**config.mk**
```make
export PLATFORM = sky130hd
export DESIGN_NAME = ifetch_resp
export DESIGN_NICKNAME = d
export VERILOG_FILES = /design/src/rtl/ifetch_resp_pkg.sv /design/src/rtl/ifetch_wait_timer.sv /design/src/rtl/ifetch_resp.sv
export SDC_FILE = /design/constraint.sdc
export NUM_CORES = 1
export LEC_CHECK = 0
export ABC_CLOCK_PERIOD_IN_PS = 1850
export BUFFER_PORTS_ARGS = -buffer_cell sky130_fd_sc_hd__buf_4
export CAP_MARGIN = 20
export CORE_ASPECT_RATIO = 0.8
export CORE_MARGIN = 2
export CORE_UTILIZATION = 46
export CTS_BUF_LIST = sky130_fd_sc_hd__clkbuf_4 sky130_fd_sc_hd__clkbuf_8
export CTS_CLUSTER_DIAMETER = 30
export DETAILED_ROUTE_END_ITERATION = 10
export GPL_TIMING_DRIVEN = 0
export PLACE_DENSITY_LB_ADDON = 0.15
export SYNTH_ARGS = -nofsm -noshare
export SYNTH_HDL_FRONTEND = slang
export SYNTH_SLANG_ARGS = --single-unit
export TNS_END_PERCENT = 1
```
**constraint.sdc**
```tcl
create_clock -name clk -period 1.85 [get_ports clk]
set_input_delay 0.185 -clock clk [delete_from_list [all_inputs] [get_ports clk]]
set_output_delay 0.185 -clock clk [all_outputs]
set_load 0.05 [all_outputs]
```
**src/rtl/ifetch_resp_pkg.sv**
```systemverilog
// Shared encodings and constants for the instruction-fetch responder.
package ifetch_resp_pkg;

    typedef enum logic [1:0] {
        IF_IDLE    = 2'b00,
        IF_REQ     = 2'b01,
        IF_DONE    = 2'b10,
        IF_DISCARD = 2'b11
    } if_state_e;

    localparam logic [31:0] NopInst     = 32'h0000_0000;
    localparam logic [31:0] ZeroWord    = 32'h0000_0000;
    localparam logic        Stop        = 1'b1;
    localparam logic        NoStop      = 1'b0;
    localparam logic        ReadEnable  = 1'b1;
    localparam logic        ReadDisable = 1'b0;

    // Instruction fetches must be word aligned.
    function automatic logic is_word_aligned(input logic [1:0] addr_lsb);
        return (addr_lsb == 2'b00);
    endfunction

endpackage

```
**src/rtl/ifetch_wait_timer.sv**
```systemverilog
// Wait-cycle counter for ifetch_resp; only instantiated when IFETCH_TIMEOUT_EN is defined.
module ifetch_wait_timer #(
    parameter int MAX_WAIT = 15
) (
    input  logic clk,
    input  logic rst,
    input  logic en,
    output logic limit
);
    localparam int CntW = $clog2(MAX_WAIT + 1);

    logic [CntW-1:0] cnt_r;

    // Count cycles while enabled, clear otherwise; saturate at the limit.
    always_ff @(posedge clk) begin
        if (rst) begin
            cnt_r <= {CntW{1'b0}};
        end else if (!en) begin
            cnt_r <= {CntW{1'b0}};
        end else if (cnt_r != CntW'(MAX_WAIT - 1)) begin
            cnt_r <= cnt_r + {{(CntW-1){1'b0}}, 1'b1};
        end else begin
            cnt_r <= cnt_r;
        end
    end

    // Limit is seen during the MAX_WAIT-th waiting cycle.
    always_comb begin
        if (en && (cnt_r == CntW'(MAX_WAIT - 1))) begin
            limit = 1'b1;
        end else begin
            limit = 1'b0;
        end
    end

endmodule

```
**src/rtl/ifetch_resp.sv**
```systemverilog
// Instruction-fetch responder: PC-stage request to multi-cycle memory, word to IF/ID.
// Optional fetch timeout enabled by defining IFETCH_TIMEOUT_EN.
module ifetch_resp
    import ifetch_resp_pkg::*;
#(
    parameter int ADDR_W   = 32,
    parameter int DATA_W   = 32,
    parameter int MAX_WAIT = 15
) (
    input  logic              clk,
    input  logic              rst,
    input  logic [ADDR_W-1:0] pc_i,
    input  logic              ce_i,
    input  logic              flush_i,
    input  logic              stall_i,
    output logic              mem_req_o,
    output logic [ADDR_W-1:0] mem_addr_o,
    input  logic [DATA_W-1:0] mem_rdata_i,
    input  logic              mem_ack_i,
    output logic [DATA_W-1:0] inst_o,
    output logic              inst_valid_o,
    output logic              stallreq_o,
    output logic              fetch_err_o
);

    if_state_e state_r;

`ifdef IFETCH_TIMEOUT_EN
    logic wait_en_s;
    logic wait_limit_s;

    assign wait_en_s = (state_r == IF_REQ) || (state_r == IF_DISCARD);

    ifetch_wait_timer #(
        .MAX_WAIT (MAX_WAIT)
    ) u_wait_timer (
        .clk   (clk),
        .rst   (rst),
        .en    (wait_en_s),
        .limit (wait_limit_s)
    );
`else
    localparam logic [31:0] MaxWaitVec = 32'(MAX_WAIT);
    logic unused_s;
    assign unused_s = ^MaxWaitVec;
`endif

    // Fetch sequencer: one outstanding request, flush drops data still in flight.
    always_ff @(posedge clk) begin
        if (rst) begin
            state_r      <= IF_IDLE;
            mem_req_o    <= ReadDisable;
            mem_addr_o   <= ADDR_W'(ZeroWord);
            inst_o       <= DATA_W'(NopInst);
            inst_valid_o <= 1'b0;
            fetch_err_o  <= 1'b0;
        end else begin
            fetch_err_o <= 1'b0;
            case (state_r)
                IF_IDLE: begin
                    if (ce_i && !flush_i) begin
                        if (is_word_aligned(pc_i[1:0])) begin
                            mem_addr_o <= pc_i;
                            mem_req_o  <= ReadEnable;
                            state_r    <= IF_REQ;
                        end else begin
                            inst_o       <= DATA_W'(NopInst);
                            inst_valid_o <= 1'b1;
                            fetch_err_o  <= 1'b1;
                            state_r      <= IF_DONE;
                        end
                    end else begin
                        state_r <= IF_IDLE;
                    end
                end
                IF_REQ: begin
                    if (mem_ack_i && !flush_i) begin
                        inst_o       <= mem_rdata_i;
                        inst_valid_o <= 1'b1;
                        mem_req_o    <= ReadDisable;
                        state_r      <= IF_DONE;
                    end else if (mem_ack_i) begin
                        mem_req_o <= ReadDisable;
                        state_r   <= IF_IDLE;
                    end else if (flush_i) begin
                        state_r <= IF_DISCARD;
`ifdef IFETCH_TIMEOUT_EN
                    end else if (wait_limit_s) begin
                        mem_req_o    <= ReadDisable;
                        inst_o       <= DATA_W'(NopInst);
                        inst_valid_o <= 1'b1;
                        fetch_err_o  <= 1'b1;
                        state_r      <= IF_DONE;
`endif
                    end else begin
                        state_r <= IF_REQ;
                    end
                end
                IF_DISCARD: begin
                    if (mem_ack_i) begin
                        mem_req_o <= ReadDisable;
                        state_r   <= IF_IDLE;
`ifdef IFETCH_TIMEOUT_EN
                    end else if (wait_limit_s) begin
                        mem_req_o <= ReadDisable;
                        state_r   <= IF_IDLE;
`endif
                    end else begin
                        state_r <= IF_DISCARD;
                    end
                end
                IF_DONE: begin
                    if (flush_i || !stall_i) begin
                        inst_valid_o <= 1'b0;
                        state_r      <= IF_IDLE;
                    end else begin
                        state_r <= IF_DONE;
                    end
                end
                default: begin
                    mem_req_o    <= ReadDisable;
                    inst_valid_o <= 1'b0;
                    state_r      <= IF_IDLE;
                end
            endcase
        end
    end

    // PC stage may only advance while the word sits in DONE.
    always_comb begin
        stallreq_o = NoStop;
        case (state_r)
            IF_IDLE: begin
                if (ce_i) begin
                    stallreq_o = Stop;
                end else begin
                    stallreq_o = NoStop;
                end
            end
            IF_REQ:     stallreq_o = Stop;
            IF_DISCARD: stallreq_o = Stop;
            IF_DONE:    stallreq_o = NoStop;
            default:    stallreq_o = NoStop;
        endcase
    end

endmodule

```
# Word level (Yosys, flattened, before mapping)
# Index checks and enable logic that the tools add are counted.
classes:
  eq_ne: 8
  bitwise: 2
  n_reduce_logical: 16
  muxes: 25
op_table:
  columns: ["op", "n"]
  rows:
  - ["2-to-1 mux 32 bit", 3]
  - ["case mux 32 bit (2 select lines)", 1]
  - ["2-to-1 mux 2 bit", 7]
  - ["2-to-1 mux 1 bit", 10]
  - ["!= test 2 bit (second input constant)", 5]
  - ["case mux 1 bit (3 select lines)", 3]
  - ["case mux 2 bit (4 select lines)", 1]
  - ["AND reduction 3 bit", 2]
  - ["nonzero test 3 bit", 2]
  - ["AND reduction 5 bit", 1]
  - ["equality test 2 bit (second input constant)", 2]
  - ["logical NOT 2 bit", 2]
  - ["AND reduction 4 bit", 1]
  - ["OR reduction 3 bit", 1]
  - ["equality test 2 x 1 -> 1 bit (second input constant)", 1]
  - ["logical AND 1 bit", 2]
  - ["logical NOT 1 bit", 2]
  - ["NOT 1 bit", 2]
  - ["nonzero test 2 bit", 1]
  - ["OR reduction 2 bit", 1]
  - ["logical OR 1 bit", 1]
totals:
  elab_cells: 57
  reg_bits: 69

# Logic depth before layout (Yosys ltp)
depth:
  word_depth: 4
  depth_mapped: 6
  ltp_nobuf: 5

# Worst setup path before layout
# No wires, ideal clock.
synth_timing:
  path_kind: "flip-flop to flip-flop"
  from: "register state_r[0]"
  to: "register inst_o[0]"
  required_time_ps: 1733
  synth_period_minus_slack_ps: 1523
  t_arrival_ps: 1406
  path_stages_with_launch: 6
  setup_time_ps: 117
  setup_slack_ps: 327
  cell_sequence: "dfxtp_1 -> buf_2 -> nor4b_4 -> a221oi_2 -> buf_2 -> a22o_1"
synth_between:
  elab_chain_cells: 3
  word_cells_on_any_way: 8
  cone_classes: "eq/ne (4); mux (1); reduce/logical (3)"
synth_rtl:
  columns: ["item", "line", "source"]
  rows:
  - ["start: declaration", "ifetch_resp.sv:26", "if_state_e state_r;"]
  - ["start signal: assignment", "ifetch_resp.sv:51", "state_r <= IF_IDLE;"]
  - ["start signal: assignment", "ifetch_resp.sv:65", "state_r <= IF_REQ;"]
  - ["start signal: assignment", "ifetch_resp.sv:70", "state_r <= IF_DONE;"]
  - ["equality test 2 x 1 -> 1 bit or logical NOT 2 bit (tied branches)", "ifetch_resp.sv:59", "case (state_r)"]
  - ["!= test 2 bit (no source line) or nonzero test 2 bit (tied branches)", null, null]
  - ["AND reduction 4 bit (no source line)", null, null]
  - ["end signal: assignment", "ifetch_resp.sv:54", "inst_o <= DATA_W'(NopInst);"]
  - ["end signal: assignment", "ifetch_resp.sv:67", "inst_o <= DATA_W'(NopInst);"]
  - ["end signal: assignment", "ifetch_resp.sv:78", "inst_o <= mem_rdata_i;"]
  - ["end: declaration", "ifetch_resp.sv:20", "output logic [DATA_W-1:0] inst_o,"]
# Parallel ways exist; a longest one is shown, timed or not.
# A chain may end at the register's enable or synchronous reset.

# Worst setup path after layout
layout_timing:
  from: "register state_r[0]"
  to: "register inst_o[10]"
# The elaborated chain is that of the path after synthesis.

==> summary.md <==
| Metric | Value |
|---|---|
| Status | `complete, no violations` |
| Worst Hold Slack | `44.7 ps` |
| Layout Nets | `467` |
| DRT iter0 DRCs | `78` |
| # diodes | `0` |
| Avg Vias per Cell | `5.13` |
| Placed Instances | `462` |
| Final WL | `7050 microns` |
| Final setup fails | `0` |
| Final period util | `91.8%` |
| Residual DRC count | `0` |
| Area growth syn-to-layout | `54.4%` |
| VDD IR-drop max | `0.537 mV` |
| Area contributors post-synth | `dfxtp_1 53%, a22o_1 11%, nand4b_1 10%, nand2b_1 7.7%, o21ai_0 5.8%` |
| Total gr overflow | `0` |
| Syn Inst Count | `247` |
| Avg Inst Size Synth | `10.5 sq um` |
| PwrDens | `865 mW/mm^2` |
| Vias | `2455` |
| Met3 wire length | `593 microns` |
| EDFF count, synth | `0` |
| Port Buffers | `137` |
| GRT Overall Usage | `22.7%` |
| Crit path DAT | `1980 ps` |
| Clk_skew | `6.64 ps` |
| Post-detail-place hpwl | `4920 microns` |
| Routed wire per std cell | `14.7 microns` |
| Top Metal Used | `met4` |
| Initial antenna violation count | `0` |
| Initial core utilization | `47.7%` |
| Area fraction of the dominant cell type after synthesis | `53.3%` |
| Die span in x | `87.9 microns` |
| TritonCTS Sinks | `69` |
| Ys async rst share | `0%` |
| Worst skew pair latency | `340 ps` |
| Post-synth top area cell | `dfxtp_1` |
| Layout Cells excl Fill | `479` |
| Root buffer cell | `clkbuf_8` |
| CP endpoint kind | `register` |
| Fmax | `589 MHz` |
| Pre-CTS setup slack | `-34.1 ps` |
| H-tree depth | `3` |
| Synth cell types | `28` |
| Leak Pwr | `1.77 nW` |
| YS warnings | `0` |
| IO Pins | `138` |
| Core Rows | `24` |
| #FFs+latches synth | `69` |
| Post-synth top flop | `dfxtp_1` |
| Detailed Routing Iterations Pass 1 | `4` |
| RSZ-0062 raised after global routing | `no` |
| Die height | `71.1 microns` |
| CP required | `2130 ps` |
| Relative slew margins | `69.8%` |
| Max cap viols | `0` |
| Final hold vios | `0` |
| Power, Total | `0.00346 W` |
| Vias in the first global route | `2361` |
| First-pass GRT wire length | `11000 microns` |
| Met1 wire length | `3140 microns` |
| CTS Buffer Depth | `2` |
| Critical path launch point type | `register` |
| Worst hold path type | `in -> reg` |
| Largest fanout on the critical path | `10` |
| Slew @ Worst Pin | `450 ps` |
| Synth Net Count | `318` |
| Post-DRT Antenna Nets | `0` |
| Routed wl met2 | `3180 microns` |
| Share of cells above drive strength 1 | `42.6%` |
| Most frequent cells in the layout | `138 x buf_4, 69 x dfxtp_1, 32 x nand2b_1, 32 x a22o_1` |
| Final min period | `1700 ps` |
| Routability cong. | `0.783` |
| Final count of pins violating max slew | `0` |
| Critical path class | `reg -> reg` |
| Core footprint | `0.00544 sq mm` |
| Hold buffers post-CTS | `0` |
| Largest net degree at the start of global routing | `13` |
| CTS buffer count | `9` |
| Post-synthesis sequential area ratio | `53.3%` |
| TritonCTS clock tree | `built` |
| Final WS setup | `152 ps` |
| Clock slew at reported path FFs | `70 ps` |
| Post-Syn Area | `0.00259 sq mm` |
| Die ar. | `0.00625 sq mm` |
| Most common cell after layout, fill and taps aside | `buf_4` |
-- cells by family (layout without fill, tap and decap cells) --
family / after synthesis / after routing / synth area share (%)
buf+inv: 28 / 182 / 4.49
simple gates: 77 / 77 / 21.7
fa+ha+maj: 1 / 1 / 0.483
mux: 1 / 1 / 0.435
flops: 69 / 69 / 53.3
compound gates: 71 / 71 / 19.6
-- final cells by class --
type,count,area [sq um]
Tap cell,78,97.6
Clock inverter,5,106
Fill cell,416,1430
Buffer,24,104
Timing Repair Buffer,138,1040
Sequential cell,69,1380
Multi-Input combinational cell,150,1110
Inverter,4,15.0
Clock buffer,11,151
-- metrics by stage --
stage	area [sq um]	setup TNS [ps]	utilization, %
after floorplan	2590	0	-
after global placement	3720	0	68.4
after detailed placement	3720	-175	68.4
after CTS	3980	0	73.2
after global routing	4000	0	73.6
final	4000	0	73.6
-- cells in the mapped netlist, types with 2 or more instances --
cell type,n
nand4b_1,30
o21ai_0,30
buf_2,9
nor2_1,3
inv_1,4
a21oi_1,2
dfxtp_1,69
nand2b_1,32
nor3b_1,2
a22o_1,32
clkbuf_1,15
nand2_1,2
nor3_1,2
-- state kept, by name (all words and copies together) (netlist names) --
signal	flops
state_r	2
inst_valid_o	1
mem_addr_o	32
fetch_err_o	1
mem_req_o	1
inst_o	32
-- critical path, stage by stage, from the launching register on --
cell and delay (ps):
dfxtp_1 300, buf_2 220, nor4b_4 70, buf_4 170, a221oi_4 400, buf_2 300, a22o_1 180
-- routing by layer --
metal / GRT usage [%] / up-vias
met5: 0 / -
met4: 9.57 / 0
met3: 9.10 / 14
met2: 34.1 / 87
met1: 29.1 / 1145
li1: - / 1209
-- final timing paths --
| kind | cells past startpoint | to | slack [ps] | start |
|---|---|---|---|---|
| max | 6 | inst_o[10] | 150 | state_r[0] |
| min | 2 | inst_o[18] | 40 | mem_rdata_i[18] |
| max reg2reg | 6 | inst_o[10] | 150 | state_r[0] |
| min reg2reg | 2 | mem_addr_o[7] | 470 | mem_addr_o[7] |
-- report_power, final --
group / internal, W / total (W) / leakage, nW / switching, W
logic: 0.000184 / 0.000398 / 1.09 / 0.000213
clock network: 0.000971 / 0.00154 / 0.126 / 0.000572
registers: 0.00151 / 0.00152 / 0.557 / 0.0000119
total: 0.00266 / 0.00346 / 1.77 / 0.000797
-- repair_timing --
item / 4_1_cts / 5_1_grt
pin swaps: 0 / 1
buffers inserted: 0 / 1
gates resized for setup: 1 / 5
setup endpoints to repair: 20 / 46
Note: power is estimated with default switching activity, not from simulation.
